**src/rtl/uart_matrix_frame_rx.sv**
```systemverilog
// UART receiver (8N1, or 8E1 with UART_PARITY_EN) feeding a header/N/matrix/vector/tail frame parser and payload buffer.
// Latency: byte_valid 1 cycle after stop sample; frame_valid 1 cycle after tail byte_valid; rd_data 1 cycle after rd_addr.
// Backpressure: none on the line; frame_valid holds until frame_ack, and bytes arriving meanwhile are dropped.
module uart_matrix_frame_rx #(
    parameter int         CLKS_PER_BIT = 434,
    parameter int         MAX_N        = 8,
    parameter logic [7:0] HDR_BYTE     = 8'hFE,
    parameter logic [7:0] TAIL_BYTE    = 8'hEF,
    localparam int        NW           = $clog2(MAX_N) + 1,
    localparam int        DEPTH        = MAX_N * MAX_N + MAX_N,
    localparam int        AW           = $clog2(DEPTH)
) (
    input  logic          clk,
    input  logic          reset,
    input  logic          serial_rx,
    output logic [7:0]    byte_data,
    output logic          byte_valid,
    output logic [NW-1:0] size_n,
    output logic          frame_valid,
    input  logic          frame_ack,
    output logic          frame_err,
    input  logic [AW-1:0] rd_addr,
    output logic [7:0]    rd_data
);
    localparam int CW = $clog2(CLKS_PER_BIT);

    typedef enum logic [2:0] {RX_IDLE, RX_START, RX_DATA, RX_PARITY, RX_STOP} rx_state_t;
    typedef enum logic [2:0] {P_IDLE, P_SIZE, P_MATRIX, P_VECTOR, P_TAIL, P_DONE} p_state_t;

    rx_state_t         rx_state_q, rx_state_d;
    p_state_t          p_state_q, p_state_d;
    logic [2:0]        sync_q;
    logic [CW-1:0]     cnt_q, cnt_d;
    logic [2:0]        bit_q, bit_d;
    logic [7:0]        shift_q, shift_d;
    logic [7:0]        byte_data_q, byte_data_d;
    logic              byte_valid_q, byte_valid_d;
    logic              frame_err_q, frame_err_d;
    logic [NW-1:0]     n_q, n_d, size_n_q, size_n_d;
    logic [2*NW-1:0]   k_q, k_d, nn;
    logic [NW-1:0]     j_q, j_d;
    logic [7:0]        rd_data_q, rd_data_d;
    logic [7:0]        buf_mem [DEPTH];
    logic              rx_s, rx_fall, half_tick, bit_tick, stop_ok, line_err, parse_err, size_ok;
    logic              wr_en;
    logic [AW-1:0]     wr_addr;
`ifdef UART_PARITY_EN
    logic              par_ok_q, par_ok_d;
`endif

    // sync_q[1] is the synchronised line, sync_q[2] its previous value for edge detection
    assign rx_s      = sync_q[1];
    assign rx_fall   = sync_q[2] & ~sync_q[1];
    assign half_tick = (cnt_q == CW'(CLKS_PER_BIT / 2 - 1));
    assign bit_tick  = (cnt_q == CW'(CLKS_PER_BIT - 1));
`ifdef UART_PARITY_EN
    assign stop_ok   = rx_s & par_ok_q;
`else
    assign stop_ok   = rx_s;
`endif

    always_ff @(posedge clk or negedge reset) begin
        if (!reset) begin
            sync_q       <= 3'b111;
            rx_state_q   <= RX_IDLE;
            cnt_q        <= '0;
            bit_q        <= '0;
            shift_q      <= '0;
            byte_data_q  <= '0;
            byte_valid_q <= 1'b0;
            frame_err_q  <= 1'b0;
            p_state_q    <= P_IDLE;
            n_q          <= '0;
            size_n_q     <= '0;
            k_q          <= '0;
            j_q          <= '0;
            rd_data_q    <= '0;
`ifdef UART_PARITY_EN
            par_ok_q     <= 1'b0;
`endif
        end else begin
            sync_q       <= {sync_q[1:0], serial_rx};
            rx_state_q   <= rx_state_d;
            cnt_q        <= cnt_d;
            bit_q        <= bit_d;
            shift_q      <= shift_d;
            byte_data_q  <= byte_data_d;
            byte_valid_q <= byte_valid_d;
            frame_err_q  <= frame_err_d;
            p_state_q    <= p_state_d;
            n_q          <= n_d;
            size_n_q     <= size_n_d;
            k_q          <= k_d;
            j_q          <= j_d;
            rd_data_q    <= rd_data_d;
`ifdef UART_PARITY_EN
            par_ok_q     <= par_ok_d;
`endif
        end
    end

    always_comb begin
        rx_state_d = rx_state_q;
        case (rx_state_q)
            RX_IDLE:   if (rx_fall) rx_state_d = RX_START;
            RX_START:  if (half_tick) rx_state_d = rx_s ? RX_IDLE : RX_DATA;
`ifdef UART_PARITY_EN
            RX_DATA:   if (bit_tick && bit_q == 3'd7) rx_state_d = RX_PARITY;
            RX_PARITY: if (bit_tick) rx_state_d = RX_STOP;
`else
            RX_DATA:   if (bit_tick && bit_q == 3'd7) rx_state_d = RX_STOP;
`endif
            RX_STOP:   if (bit_tick) rx_state_d = RX_IDLE;
            default:   rx_state_d = RX_IDLE;
        endcase
    end

    always_comb begin
        cnt_d        = (rx_state_q == RX_IDLE) ? '0 : cnt_q + 1'b1;
        bit_d        = bit_q;
        shift_d      = shift_q;
        byte_data_d  = byte_data_q;
        byte_valid_d = 1'b0;
        line_err     = 1'b0;
`ifdef UART_PARITY_EN
        par_ok_d     = par_ok_q;
`endif
        case (rx_state_q)
            RX_IDLE:  bit_d = '0;
            RX_START: if (half_tick) cnt_d = '0;
            RX_DATA: if (bit_tick) begin
                cnt_d   = '0;
                shift_d = {rx_s, shift_q[7:1]};
                bit_d   = bit_q + 1'b1;
            end
`ifdef UART_PARITY_EN
            RX_PARITY: if (bit_tick) begin
                cnt_d    = '0;
                par_ok_d = (rx_s == ^shift_q);
            end
`endif
            RX_STOP: if (bit_tick) begin
                cnt_d = '0;
                if (stop_ok) begin
                    byte_valid_d = 1'b1;
                    byte_data_d  = shift_q;
                end else begin
                    line_err = 1'b1;
                end
            end
            default: ;
        endcase
    end

    assign nn      = {{NW{1'b0}}, n_q} * {{NW{1'b0}}, n_q};
    assign size_ok = (int'(byte_data_q) >= 1) && (int'(byte_data_q) <= MAX_N);

    // A pending frame_err (line or parse) always returns the parser to IDLE
    always_comb begin
        p_state_d = p_state_q;
        if (frame_err_q) begin
            p_state_d = P_IDLE;
        end else begin
            case (p_state_q)
                P_IDLE:   if (byte_valid_q && byte_data_q == HDR_BYTE) p_state_d = P_SIZE;
                P_SIZE:   if (byte_valid_q) p_state_d = size_ok ? P_MATRIX : P_IDLE;
                P_MATRIX: if (byte_valid_q && k_q == nn - 1'b1) p_state_d = P_VECTOR;
                P_VECTOR: if (byte_valid_q && j_q == n_q - 1'b1) p_state_d = P_TAIL;
                P_TAIL:   if (byte_valid_q) p_state_d = (byte_data_q == TAIL_BYTE) ? P_DONE : P_IDLE;
                P_DONE:   if (frame_ack) p_state_d = P_IDLE;
                default:  p_state_d = P_IDLE;
            endcase
        end
    end

    always_comb begin
        n_d       = n_q;
        k_d       = k_q;
        j_d       = j_q;
        size_n_d  = size_n_q;
        wr_en     = 1'b0;
        wr_addr   = '0;
        parse_err = 1'b0;
        if (!frame_err_q && byte_valid_q) begin
            case (p_state_q)
                P_SIZE: begin
                    if (size_ok) begin
                        n_d = NW'(byte_data_q);
                        k_d = '0;
                        j_d = '0;
                    end else begin
                        parse_err = 1'b1;
                    end
                end
                P_MATRIX: begin
                    wr_en   = 1'b1;
                    wr_addr = AW'(k_q);
                    k_d     = k_q + 1'b1;
                end
                P_VECTOR: begin
                    wr_en   = 1'b1;
                    wr_addr = AW'(MAX_N * MAX_N) + AW'(j_q);
                    j_d     = j_q + 1'b1;
                end
                P_TAIL: begin
                    if (byte_data_q == TAIL_BYTE) size_n_d = n_q;
                    else                          parse_err = 1'b1;
                end
                default: ;
            endcase
        end
        frame_err_d = line_err | parse_err;
    end

    always_ff @(posedge clk) begin
        if (wr_en) buf_mem[wr_addr] <= byte_data_q;
    end

    always_comb begin
        rd_data_d = '0;
        if ({1'b0, rd_addr} < (AW + 1)'(DEPTH)) rd_data_d = buf_mem[rd_addr];
    end

    assign byte_data   = byte_data_q;
    assign byte_valid  = byte_valid_q;
    assign size_n      = size_n_q;
    assign frame_valid = (p_state_q == P_DONE);
    assign frame_err   = frame_err_q;
    assign rd_data     = rd_data_q;
endmodule

```
**config.mk**
```make
export PLATFORM = sky130hd
export DESIGN_NAME = uart_matrix_frame_rx
export DESIGN_NICKNAME = d
export VERILOG_FILES = /design/src/rtl/uart_matrix_frame_rx.sv
export SDC_FILE = /design/constraint.sdc
export NUM_CORES = 1
export LEC_CHECK = 0
export CAP_MARGIN = 25
export CORE_MARGIN = 3
export CORE_UTILIZATION = 45
export CTS_CLUSTER_SIZE = 12
export DETAILED_ROUTE_END_ITERATION = 8
export GPL_ROUTABILITY_DRIVEN = 0
export PLACE_DENSITY_LB_ADDON = 0.3
export SETUP_SLACK_MARGIN = 0.2
export SLEW_MARGIN = 20
export SYNTH_ARGS = -nofsm -noshare
export SYNTH_HDL_FRONTEND = slang
export SYNTH_SLANG_ARGS = --single-unit
```
**constraint.sdc**
```tcl
create_clock -name clk -period 9.6 [get_ports clk]
set_clock_uncertainty 0.05 [all_clocks]
set_input_delay 2.4 -clock clk [delete_from_list [all_inputs] [get_ports clk]]
set_output_delay 2.4 -clock clk [all_outputs]
set_load 0.01 [all_outputs]
```
---- Word level (Yosys, flattened, before mapping) ----
Memory sizes are Yosys's and may differ from the RTL's.
Cells that the tools add are included.
cells by class
  add/subtract/negate cells ............... 7
  multiply operators ...................... 1
  divide/modulo/power cells ............... 0
  $lt $le $gt $ge ......................... 3
  equality and inequality tests ........... 27
  shifts and indexed selects .............. 0
  mux-type cells .......................... 43
  bitwise gates (word level) .............. 3
  reduce and logical (&&, ||, !) cells .... 23
operator list
  operator               count
  $mux W3                13
  $mux W9                3
  $pmux W3 S6            1
  $pmux W9 S2            1
  $eq A8 B8 Y1 const B   2
  $mux W8                2
  $pmux W8 S2            1
  $ne A3 B3 Y1 const B   5
  $reduce_and A3 Y1      5
  $pmux W7 S2            1
  $mux W1                13
  $eq A3 B3 Y1 const B   4
  $ne A2 B2 Y1 const B   6
  $pmux W3 S4            1
  $add A9 B1 Y9 const B  1
  $eq A3 B2 Y1 const B   3
  $eq A9 B8 Y1 const B   1
  $eq A9 B9 Y1 const B   1
  $add A8 B1 Y8 const B  1
  $eq A8 B8 Y1           1
  $ge A8 B1 Y1 const B   1
  $le A8 B4 Y1 const B   1
  $mul A4 B4 Y8          1
  $pmux W4 S2            1
  25 further kinds       37
storage, ports and cells
  register bits ........................... 67
  bits in latches ......................... 0
  memory bits (writable) .................. 576
  bits in read-only memories .............. 0
  bits of input ports ..................... 11
  output and inout bits ................... 23
  logic and storage cells ................. 122
  memories ................................ 1
memory list
  memory   depth  width  rd ports  clocked after memory_dff  wr ports  line  RTL
  buf_mem  72     8      1         0                         1         43    logic [7:0] buf_mem [DEPTH];

---- Logic depth before layout (Yosys ltp) ----
  depth after elaboration ................. 7
  depth in mapped cells ................... 14
  gate-level depth less buffers ........... 13

---- Worst setup path after synthesis ----
No wires, ideal clock.
  path type ............................... input port to flip-flop
  start point ............................. in rd_addr[2]
  end point ............................... reg rd_data_q[5] (netlist: rd_data[5])
  setup time .............................. 136 ps
  arrival ................................. 4,051 ps
  data required time ...................... 9,414 ps
  setup slack ............................. 5,364 ps
  stages on the path ...................... 7
  buffers on the path ..................... 3
  cells stage by stage .................... buf_2 -> buf_4 -> clkbuf_1 -> mux4_2 -> mux4_2 -> o21ai_1 -> o211ai_1
on the way
  longest elaborated chain between the ends .. 2
  elaborated cells between the ends (all ways) .. 3
  classes of those cells .................. order compare: 1; mux: 1; memory: 1
ends and longest elaborated chain
  item                                            line  RTL
  from (decl)                                     22    input logic [AW-1:0] rd_addr,
  $mem_v2 Z72 W8 or $lt A7 B7 Y1 (tied branches)  -
  $mux W8 (*)                                     221   if ({1'b0, rd_addr} < (AW + 1)'(DEPTH)) rd_data_d = buf_mem[rd_addr];
  via rd_data_d[5]                                42    logic [7:0] rd_data_q, rd_data_d;
  to (signal assigned)                            95    rd_data_q <= rd_data_d;
  to (decl)                                       42
Mark *: on every way through the listed nets, which the timed path passes. The rest lies on a longest branch.
A chain may end at the register's enable or synchronous reset.

---- Final worst setup path ----
  start point ............................. in rd_addr[0]
  end point ............................... reg rd_data_q[4] (netlist: rd_data[4])
The elaborated chain is that of the path after synthesis.

==> flow_summary_export.csv <==
group,metric,value,unit
global_routing,track_usage,19.5,%
timing,holdWs,0.305,ns
routing,ant_nets,0,
floorplan,ioPinCount,34,
worst_setup_path,crit_buf_inv,2,
clocking,numCtsBuffers,68,
worst_setup_path,worst_ep_arrival_time,5.33,ns
routing,drtIter0Drc,1209,
routing,wl,57700,um
clocking,cts_tree,"yes",
global_routing,grt_start_max_net_pins,79,
timing,fin_setup_tns,0,ns
worst_setup_path,critical_path.slowest_cell,"buf_4",
place,post-place-ws,3.88,ns
power,power_frac_seq,53.6,%
run_status,status,"finished, final reports clean",
power,p_comb_share,2.7,%
worst_setup_path,required,10.00,ns
synthesis,syn_area,26000,sq um
worst_setup_path,reg2reg_slack,6.02,ns
floorplan,die_y,247,um
timing,fmax,203,MHz
power,p_sw,0.00114,W
synthesis,ys_seq_area_share,72.9,%
power,p_int,0.00453,W
floorplan,die_x,247,um
synthesis,syn_nets,1375,
cells_and_area,synthToLayoutAreaGrowth,12.2,%
worst_setup_path,ff2ff_path_depth,5,
clocking,ctsHoldBuffers,0,
clocking,cts_root_buffer,"clkbuf_16",
synthesis,synth_top_area_share,66.4,%
floorplan,core-area,56800,sq um
clocking,clk_path_buf_depth,3,
cells_and_area,fin_cells,2210,
global_routing,first_global_vias,13100,
timing,setup_slack,4.66,ns
power,swShare,20.1,%
synthesis,ys_types,63,
worst_setup_path,crit_fanout,37,
synthesis,synthArstFlopShare,10.4,%
floorplan,die-area,60800,sq um
run,max_cap_violations,0,
worst_setup_path,reg2reg_from,"p_state_q[1]",
clocking,cts_post_setup_buffers_inserted,0,
worst_hold_path,min_from,"sync_q[0]",
timing,worst_pin_slew,0.993,ns
worst_setup_path,max_stage_delay,0.69,ns
routing,first_pass_iters,5,
worst_hold_path,min_delay_worst_endpoint,"sync_q[1]",
cells_and_area,drive_above_1_share,20.2,%
power,p_clk_share,43.8,%
floorplan,start_util,45.8,%
power,irDropWorstVdd,125,uV
routing,drt-wirelength-per-cell,26.1,um
worst_hold_path,holdCritPathClass,"reg -> reg",
routing,viasPerCell,5.85,
global_routing,grt_pass1_wl,86700,um
synthesis,netlist_instances,1345,
power,power.leakage,7.98,nW
cells_and_area,fin_util,51.4,%
timing,drv_slew,0,
global_routing,antenna_found_initial,1,
synthesis,syn_area_per_cell,19.4,sq um
place,portBuffers,33,
global_routing,grt_overflow,0,
place,dp_cells,2088,
timing,hold_viol,0,
worst_setup_path,crit_path_frequent_cell,"a211oi_1",
clocking,cts_sinks,643,
cells_and_area,final_nets,1438,
timing,final-setup-viol-count,0,
timing,rsz0062_at_grt,"false",
timing,timing.final.crit_period,4.94,ns
worst_hold_path,min_path_cells,0,
routing,num_vias,12900,
clocking,cts_htree_levels,3,
synthesis,yosysTopAreaCell,"edfxtp_1",
synthesis,synth.top_cells.by_area,"edfxtp_1 (66%), mux4_2 (14%), dfrtp_1 (6.2%), nor2_1 (1.6%), mux2i_1 (1.4%)",
clocking,cts_resized,0,
clocking,path_clk_slew,0.06,ns
worst_setup_path,crit_family,"buffers and inverters",
floorplan,rows,87,
worst_setup_path,path_class,"in -> reg",
synthesis,ys_seq_elements,643,
clocking,insertion_delay,0.60,ns
cells_and_area,antenna_cells,0,
cells_and_area,fillers,4486,
routing,drcViolationCount,0,
synthesis,ys.flop_type,"edfxtp_1",
synthesis,synth-warning-count,0,
power,p_per_area,194,nW/um^2
timing,slew_headroom,33.5,%
worst_setup_path,worstSetupStartpointType,"primary input",
synthesis,synth_enable_flop_cells,576,
timing,finalCritPeriodShare,51.4,%
worst_setup_path,end_kind,"flip-flop",
place,dp_hpwl,34900,um
worst_setup_path,regToRegEndpoint,"buf_mem[9][7]",
worst_setup_path,worstPathCellList,"buf_6 -> buf_4 -> mux4_2 -> nor2b_1 -> a211oi_1 -> a21oi_1 -> a211oi_1 -> nor2_1",
-- synthesized netlist by cell type (16+ instances only) --
| cell type | count |
|---|---|
| edfxtp_1 | 576 |
| nor2_1 | 112 |
| buf_4 | 16 |
| mux4_2 | 160 |
| dfrtp_1 | 64 |
| buf_2 | 18 |
| clkbuf_1 | 20 |
| o21ai_0 | 21 |
| nand3_1 | 16 |
| ha_1 | 19 |
| nor2b_1 | 16 |
| nand2_1 | 43 |
| mux2i_1 | 37 |
| mux2_1 | 17 |
| a21oi_1 | 20 |
-- per-stage QoR --
stage | area (sq um) | power, W
2_1_floorplan | 26000 | 0.00320
3_3_place_gp | 27100 | 0.00325
3_5_place_dp | 27100 | 0.00325
4_1_cts | 29100 | 0.00571
5_1_grt | 29200 | 0.00586
6_report | 29200 | 0.00567
-- flip-flops by register name (all words and copies together) (netlist names), 8 cells and up --
signal and count:
shift_q 8, k_q 8, buf_mem 576, cnt_q 9, byte_data 8, rd_data 8
-- cell usage in the layout (no fill, tap or decap), types with 4 or more instances in the layout --
master             n
a211oi_1           9
a21oi_1           20
a22o_1             6
a31oi_1            5
and3_1             7
buf_4             22
clkbuf_1          27
clkbuf_16         71
clkdlybuf4s50_1   28
clkinv_1           8
dfrtp_1           56
dfrtp_2            8
edfxtp_1         576
ha_1              19
inv_1             12
mux2_1            17
mux2_2             6
mux2i_1           37
mux4_2           160
nand2_1           43
nand2b_1           6
nand3_1           16
nand3b_1           7
nand4_1            8
nand4b_1           5
nor2_1           112
nor2b_1           16
nor3_1             9
nor4_1             6
o211ai_1           4
o21ai_0           21
o21ai_1            5
o22ai_1            8
o31ai_1            5
or3_1              4
xnor2_1           15
xor2_1            15
-- power by group through the flow --
| stage | logic (W) | clock network [W] | registers (W) |
|---|---|---|---|
| 3_3_place_gp | 0.000150 | 0 | 0.00310 |
| 5_1_grt | 0.000167 | 0.00265 | 0.00304 |
| 6_report | 0.000152 | 0.00248 | 0.00304 |
| 3_5_place_dp | 0.000152 | 0 | 0.00310 |
| 2_1_floorplan | 0.000115 | 0 | 0.00308 |
| 4_1_cts | 0.000152 | 0.00252 | 0.00304 |
-- how the worst max path moves through the flow --
stage | startpoint | to | cells past startpoint | slack [ns]
after floorplan | rd_addr[2] | rd_data[5] | 7 | 5.36
after global placement | rd_addr[1] | rd_data[6] | 8 | 3.91
after detailed placement | rd_addr[1] | rd_data[4] | 8 | 3.88
after CTS | rd_addr[1] | rd_data[4] | 8 | 4.49
after global routing | rd_addr[0] | rd_data[4] | 8 | 4.46
final | rd_addr[0] | rd_data[4] | 8 | 4.66
-- final cells by class --
cell class	count	area (sq um)	area share [%]
Clock buffer	100	1910	6.52
Clock inverter	16	155	0.531
Inverter	13	48.8	0.167
Multi-Input combinational cell	627	6650	22.8
Sequential cell	643	19000	65.0
Tap cell	756	946	3.24
Timing Repair Buffer	55	528	1.81
-- metal layers --
metal  GRT usage, %  share of wire [%]  vias up
met5              0                  0        -
met4           6.13                2.4        0
met3           5.00                7.6       81
met2           30.3                 48      465
met1           27.3                 42     6799
li1               -                  -     5582
-- cells by family after synthesis --
| family | synth area share [%] |
|---|---|
| flops | 72.9 |
| mux | 16.3 |
| buf+inv | 1.57 |
| simple gates | 4.71 |
| compound gates | 2.60 |
| fa+ha+maj | 0.952 |
| xor+xnor | 1.01 |
No activity file was read; power rests on OpenSTA's default activity.
